$ cat src/rtl/input_conditioner_if.sv
// Raw board inputs and their conditioned versions, grouped as one bundle.
// The slave side is the conditioner; the master side is whatever drives the raw pins.
interface input_conditioner_if #(
    parameter int unsigned SW_WIDTH = 8
);
    logic                key_n_in;
    logic [SW_WIDTH-1:0] sw_in;
    logic                key_level;
    logic                key_press_pulse;
    logic                key_release_pulse;
    logic [SW_WIDTH-1:0] sw_out;
    logic                sw_changed;

    modport master (
        output key_n_in,
        output sw_in,
        input  key_level,
        input  key_press_pulse,
        input  key_release_pulse,
        input  sw_out,
        input  sw_changed
    );

    modport slave (
        input  key_n_in,
        input  sw_in,
        output key_level,
        output key_press_pulse,
        output key_release_pulse,
        output sw_out,
        output sw_changed
    );
endinterface

$ cat src/rtl/input_conditioner.sv
// Synchroniser and debouncer for the active-low pushbutton and the slide-switch bus.
// Emits registered clean levels plus one-cycle press/release/change strobes.
module input_conditioner #(
    parameter int unsigned DEBOUNCE_CYCLES = 500000,
    parameter int unsigned SW_WIDTH        = 8
) (
    input logic                 clk,
    input logic                 reset_n,
    input_conditioner_if.slave  cond
);
    localparam int unsigned    CNT_W    = $clog2(DEBOUNCE_CYCLES + 1);
    localparam logic [CNT_W-1:0] CNT_LAST = CNT_W'(DEBOUNCE_CYCLES - 1);
    localparam logic [CNT_W-1:0] CNT_ONE  = CNT_W'(1);

    typedef enum logic [1:0] {
        StStableUp,
        StPendDown,
        StStableDown,
        StPendUp
    } key_state_e;

    logic                key_m, key_s;
    logic [SW_WIDTH-1:0] sw_m, sw_s, sw_p;

    key_state_e          key_state_q, key_state_d;
    logic [CNT_W-1:0]    kcnt_q, kcnt_d;
    logic                key_level_q, key_level_d;
    logic                press_q, press_d;
    logic                release_q, release_d;

    logic [CNT_W-1:0]    scnt_q, scnt_d;
    logic [SW_WIDTH-1:0] sw_out_q, sw_out_d;
    logic                changed_q, changed_d;
    logic                sw_settling;

    // Key syncs reset high so an idle (released) button is never seen as a press.
    always_ff @(posedge clk or negedge reset_n) begin
        if (!reset_n) begin
            key_m <= 1'b1;
            key_s <= 1'b1;
            sw_m  <= '0;
            sw_s  <= '0;
            sw_p  <= '0;
        end else begin
            key_m <= cond.key_n_in;
            key_s <= key_m;
            sw_m  <= cond.sw_in;
            sw_s  <= sw_m;
            sw_p  <= sw_s;
        end
    end

    always_ff @(posedge clk or negedge reset_n) begin
        if (!reset_n) begin
            key_state_q <= StStableUp;
            kcnt_q      <= '0;
            key_level_q <= 1'b1;
            press_q     <= 1'b0;
            release_q   <= 1'b0;
            scnt_q      <= '0;
            sw_out_q    <= '0;
            changed_q   <= 1'b0;
        end else begin
            key_state_q <= key_state_d;
            kcnt_q      <= kcnt_d;
            key_level_q <= key_level_d;
            press_q     <= press_d;
            release_q   <= release_d;
            scnt_q      <= scnt_d;
            sw_out_q    <= sw_out_d;
            changed_q   <= changed_d;
        end
    end

    always_comb begin
        key_state_d = key_state_q;
        kcnt_d      = kcnt_q;
        key_level_d = key_level_q;
        press_d     = 1'b0;
        release_d   = 1'b0;
        unique case (key_state_q)
            StStableUp: begin
                if (!key_s) begin
                    // A single-cycle debounce accepts on the first differing sample.
                    if (DEBOUNCE_CYCLES == 1) begin
                        key_state_d = StStableDown;
                        key_level_d = 1'b0;
                        press_d     = 1'b1;
                        kcnt_d      = '0;
                    end else begin
                        key_state_d = StPendDown;
                        kcnt_d      = CNT_ONE;
                    end
                end
            end
            StPendDown: begin
                if (key_s) begin
                    key_state_d = StStableUp;
                    kcnt_d      = '0;
                end else if (kcnt_q == CNT_LAST) begin
                    key_state_d = StStableDown;
                    key_level_d = 1'b0;
                    press_d     = 1'b1;
                    kcnt_d      = '0;
                end else begin
                    kcnt_d = kcnt_q + CNT_ONE;
                end
            end
            StStableDown: begin
                if (key_s) begin
                    if (DEBOUNCE_CYCLES == 1) begin
                        key_state_d = StStableUp;
                        key_level_d = 1'b1;
                        release_d   = 1'b1;
                        kcnt_d      = '0;
                    end else begin
                        key_state_d = StPendUp;
                        kcnt_d      = CNT_ONE;
                    end
                end
            end
            StPendUp: begin
                if (!key_s) begin
                    key_state_d = StStableDown;
                    kcnt_d      = '0;
                end else if (kcnt_q == CNT_LAST) begin
                    key_state_d = StStableUp;
                    key_level_d = 1'b1;
                    release_d   = 1'b1;
                    kcnt_d      = '0;
                end else begin
                    kcnt_d = kcnt_q + CNT_ONE;
                end
            end
            default: begin
                key_state_d = StStableUp;
                kcnt_d      = '0;
            end
        endcase
    end

    // Count only while the new bus value differs from the accepted one and has stopped moving.
    assign sw_settling = (sw_s != sw_out_q) && (sw_s == sw_p);

    always_comb begin
        scnt_d    = '0;
        sw_out_d  = sw_out_q;
        changed_d = 1'b0;
        if (sw_settling) begin
            if (scnt_q == CNT_LAST) begin
                sw_out_d  = sw_s;
                changed_d = 1'b1;
            end else begin
                scnt_d = scnt_q + CNT_ONE;
            end
        end
    end

    assign cond.key_level         = key_level_q;
    assign cond.key_press_pulse   = press_q;
    assign cond.key_release_pulse = release_q;
    assign cond.sw_out            = sw_out_q;
    assign cond.sw_changed        = changed_q;
endmodule
$ cat src/flat_wrapper.sv
// flat-port wrapper written by rule: the top's interface ports become plain ports
module input_conditioner_flat 
#(
    parameter int unsigned DEBOUNCE_CYCLES = 500000,
    parameter int unsigned SW_WIDTH        = 8
)
  (clk, reset_n, cond_key_n_in, cond_sw_in, cond_key_level, cond_key_press_pulse, cond_key_release_pulse, cond_sw_out, cond_sw_changed);
  input_conditioner_if #(.SW_WIDTH(SW_WIDTH)) cond_i ();
  input logic clk;
  input logic reset_n;
  input wire logic [$bits(cond_i.key_n_in)-1:0] cond_key_n_in;
  input wire logic [$bits(cond_i.sw_in)-1:0] cond_sw_in;
  output wire logic [$bits(cond_i.key_level)-1:0] cond_key_level;
  output wire logic [$bits(cond_i.key_press_pulse)-1:0] cond_key_press_pulse;
  output wire logic [$bits(cond_i.key_release_pulse)-1:0] cond_key_release_pulse;
  output wire logic [$bits(cond_i.sw_out)-1:0] cond_sw_out;
  output wire logic [$bits(cond_i.sw_changed)-1:0] cond_sw_changed;
  assign cond_i.key_n_in = cond_key_n_in;
  assign cond_i.sw_in = cond_sw_in;
  assign cond_key_level = cond_i.key_level;
  assign cond_key_press_pulse = cond_i.key_press_pulse;
  assign cond_key_release_pulse = cond_i.key_release_pulse;
  assign cond_sw_out = cond_i.sw_out;
  assign cond_sw_changed = cond_i.sw_changed;
  input_conditioner #(.DEBOUNCE_CYCLES(DEBOUNCE_CYCLES), .SW_WIDTH(SW_WIDTH)) u_core (.clk(clk), .reset_n(reset_n), .cond(cond_i));
endmodule
$ cat config.mk
export PLATFORM = sky130hd
export DESIGN_NAME = input_conditioner_flat
export DESIGN_NICKNAME = d
export VERILOG_FILES = /design/src/rtl/input_conditioner_if.sv /design/src/rtl/input_conditioner.sv /design/src/flat_wrapper.sv
export SDC_FILE = /design/constraint.sdc
export NUM_CORES = 1
export LEC_CHECK = 0
export ABC_AREA = 1
export ABC_CLOCK_PERIOD_IN_PS = 2170
export BUFFER_PORTS_ARGS = -buffer_cell sky130_fd_sc_hd__buf_2
export CORE_MARGIN = 3
export CORE_UTILIZATION = 35
export DETAILED_ROUTE_END_ITERATION = 12
export PLACE_DENSITY = 0.59
export REMOVE_ABC_BUFFERS = 1
export SLEW_MARGIN = 20
export SYNTH_ARGS = -nofsm -noshare
export SYNTH_HDL_FRONTEND = slang
export SYNTH_SLANG_ARGS = --single-unit
$ cat constraint.sdc
create_clock -name clk -period 2.17 [get_ports clk]
set_input_delay 0.3255 -clock clk [delete_from_list [all_inputs] [get_ports clk]]
set_output_delay 0.3255 -clock clk [all_outputs]
set_load 0.02 [all_outputs]
==> flow_summary.ini <==
[run_status]
outcome = completed

[clock_network]
cts_hold_buffers = 0
cts_htree_levels = 3
cts-root-buf = clkbuf_8
tritoncts = yes
cts.repair.resized = 0
clkTransAtPathRegs_ns = 0.08
cts_setup_buffers = 0
cts_inserted_buffers = 9
numClockSinks = 78
clk_path_buf_depth = 2
clkLatencyLatePin_ns = 0.34

[worst_setup_path]
crit_required_ns = 2.40
critPathSlowestCell = dfrtp_1
crit_path_start_kind = flop
endpoint_kind = flop
path_cells = ha_1, nand3_1, nor2_1, nand2_1, nor2_1, nand3_2, nand2_1, nand2_1
path_delay_family = simple AND/OR/NAND/NOR gates
crit_fanout = 8
worstSetupPathType = reg -> reg
slowest_delay_ns = 0.38
r2r-start = u_core.scnt_q[0]$_DFF_PN0_
critPathBufInv = 0
crit_start = u_core.scnt_q[0]$_DFF_PN0_
arrival_ns = 1.95
crit_top_cell = nand2_1

[synthesis]
yosysWarnings = 0
ys_top_cells_by_area = dfrtp_1 (49%), nand2_1 (14%), nor2_1 (7.1%)
synth_flop_cell = dfrtp_1
synth_most_common_cell = nand2_1
synth-edff-count = 0
yosys.area.top_type = dfrtp_1
ys_ff_latch = 78
syn_inst = 471
seq_area_frac_synth = 0.5131
synth.avg_cell_area_um2 = 8.092
synth_common_cells = nand2_1 (146), dfrtp_1 (75), nor2_1 (72)
yosysUniqueCellTypes = 29
async_flop_share = 1.000
syn_area_um2 = 3811
synth_top_area_share = 0.4924

[sta]
max_freq_mhz = 582.0
hold_viol = 0
final.period_utilization = 0.7918
rsz0062_at_grt = false
slew_headroom = 0.5671
fin_worst_skew_ns = 0.01075
period_minus_slack_ns = 1.718
setup-tns-final_ns = 0
slew_violations = 0
finalSetupViolations = 0
worst_pin_slew_ns = 0.6493
fin_ws_ns = 0.4517

[pwr]
vdd_drop_max_mv = 0.3668
p_per_area_nw_per_um2 = 648.3
p_total_mw = 2.797
leakage_nw = 1.969

[placed_design]
preCtsSetupSlack_ns = 0.4603
placed_cell_area_um2 = 4098
io_buffer_count = 22
hpwl_um = 5354
dp.cells = 629
gp_congestion = 0.8948

[drt]
wl_um = 7336
wire_per_inst_um = 11.37
antenna_left = 0
vias_per_cell = 4.583
wl_met2_um = 3353
drt_iter0_drc = 150
met1_length_um = 3594
routed-wl-met3_um = 315
dr.pass1.iters = 5
drc_errors = 0
top_layer_used = met4
vias = 2956

[finish]
fillers = 1080
fin_area_um2 = 4314
antenna_cells = 0
final_cells = 645
layout.nets = 517
area_growth_syn_to_layout_pct = 13.20
drive_above_1_share = 0.1179

[worst_hold_path]
hold_path_class = in -> async

[floorplanning]
ios = 23
start_util = 0.3643
num_rows = 37
die_area_um2 = 12180
core_um2 = 10460
die_y_um = 110.4
die_x_um = 110.4

[grt]
overflow = 0
grt_start_max_net_pins = 52
grt_pass1_wl_um = 12650
antenna_found_initial = 0
track_usage = 0.1327
grt_pass1_vias = 2833

[flow_run]
cap_violations = 0
-- layout by cell type, fill, tap and decap left out, types with 3 or more instances in the layout --
cell type / netlist / routed
nor3_1: 5 / 5
nand2_1: 146 / 146
nand2_2: 5 / 5
dfrtp_1: 75 / 75
nand3_1: 29 / 29
xor2_1: 15 / 15
buf_2: 1 / 21
nor2_1: 72 / 72
nand4_1: 14 / 14
nor2_4: 3 / 3
xnor2_1: 13 / 13
buf_4: 0 / 4
inv_1: 52 / 52
dfstp_2: 3 / 3
clkbuf_8: 0 / 10
nor2_2: 7 / 7
o21ai_0: 13 / 13
clkbuf_1: 0 / 3
-- report_power, final --
group          internal, mW  switching, mW  leakage, nW
sequential             1.49         0.0273         1.02
combinational        0.0403         0.0733        0.847
clock                 0.681          0.488        0.104
total                  2.21          0.589         1.97
-- path summary, 6_finish.rpt --
path / to / slack (ns) / depth (start not counted)
setup / recovery: u_core.cond.sw_out[3]$_DFFE_PN0P_ / 0.45 / 8
hold / removal: u_core.scnt_q[9]$_DFF_PN0_ / 0.01 / 1
setup reg to reg: u_core.cond.sw_out[3]$_DFFE_PN0P_ / 0.45 / 8
hold reg to reg: u_core.sw_s[7]$_DFF_PN0_ / 0.35 / 0
max in group asynchronous: u_core.kcnt_q[5]$_DFFE_PN0P_ / 1.56 / 2
min in group clk: u_core.key_m$_DFF_PN1_ / 0.08 / 1
-- area by class of cell --
class,count,area [um2],area share
timing repair buffer,26,155.1,0.03596
tap,136,170.2,0.03944
inverter,52,195.2,0.04524
sequential,78,1956,0.4533
clock inverter,3,67.56,0.01566
clock buffer,13,148.9,0.03451
multi-input combinational,337,1622,0.3759
-- logic make-up (layout without fill, tap and decap cells) --
group,count (synthesis),count (layout),share of synthesized area
AND/OR/NAND/NOR,286,286,0.3234
adder cells (fa/ha/maj),2,2,0.006565
XOR/XNOR,28,28,0.06435
buffers and inverters,56,94,0.06139
flip-flops,78,78,0.5131
AO/OA/AOI/OAI,21,21,0.03119
-- registers in the layout, indices dropped and copies added (netlist names), named ones only --
signal                         count
u_core.cond.key_press_pulse        1
u_core.sw_s                        8
u_core.key_m                       1
u_core.key_state_q                 1
u_core.sw_p                        8
u_core.kcnt_q                     19
u_core.scnt_q                     19
u_core.cond.key_release_pulse      1
u_core.cond.sw_changed             1
u_core.cond.key_level              1
u_core.cond.sw_out                 8
u_core.key_s                       1
u_core.sw_m                        8
-- stage by stage --
stage / util / hold WS, ns
6_report: 0.4123 / 0.01255
3_5_place_dp: 0.3917 / 0.3355
3_3_place_gp: 0.3917 / 0.3329
4_1_cts: 0.4123 / 0.01708
5_1_grt: 0.4123 / 0.03247
2_1_floorplan: - / 0.02991
-- routing by layer --
layer	vias up	track usage
li1	1536	-
met1	1348	0.1775
met2	62	0.2045
met3	10	0.03902
met4	0	0.04837
met5	-	0
(Power assumes the default switching activity.)
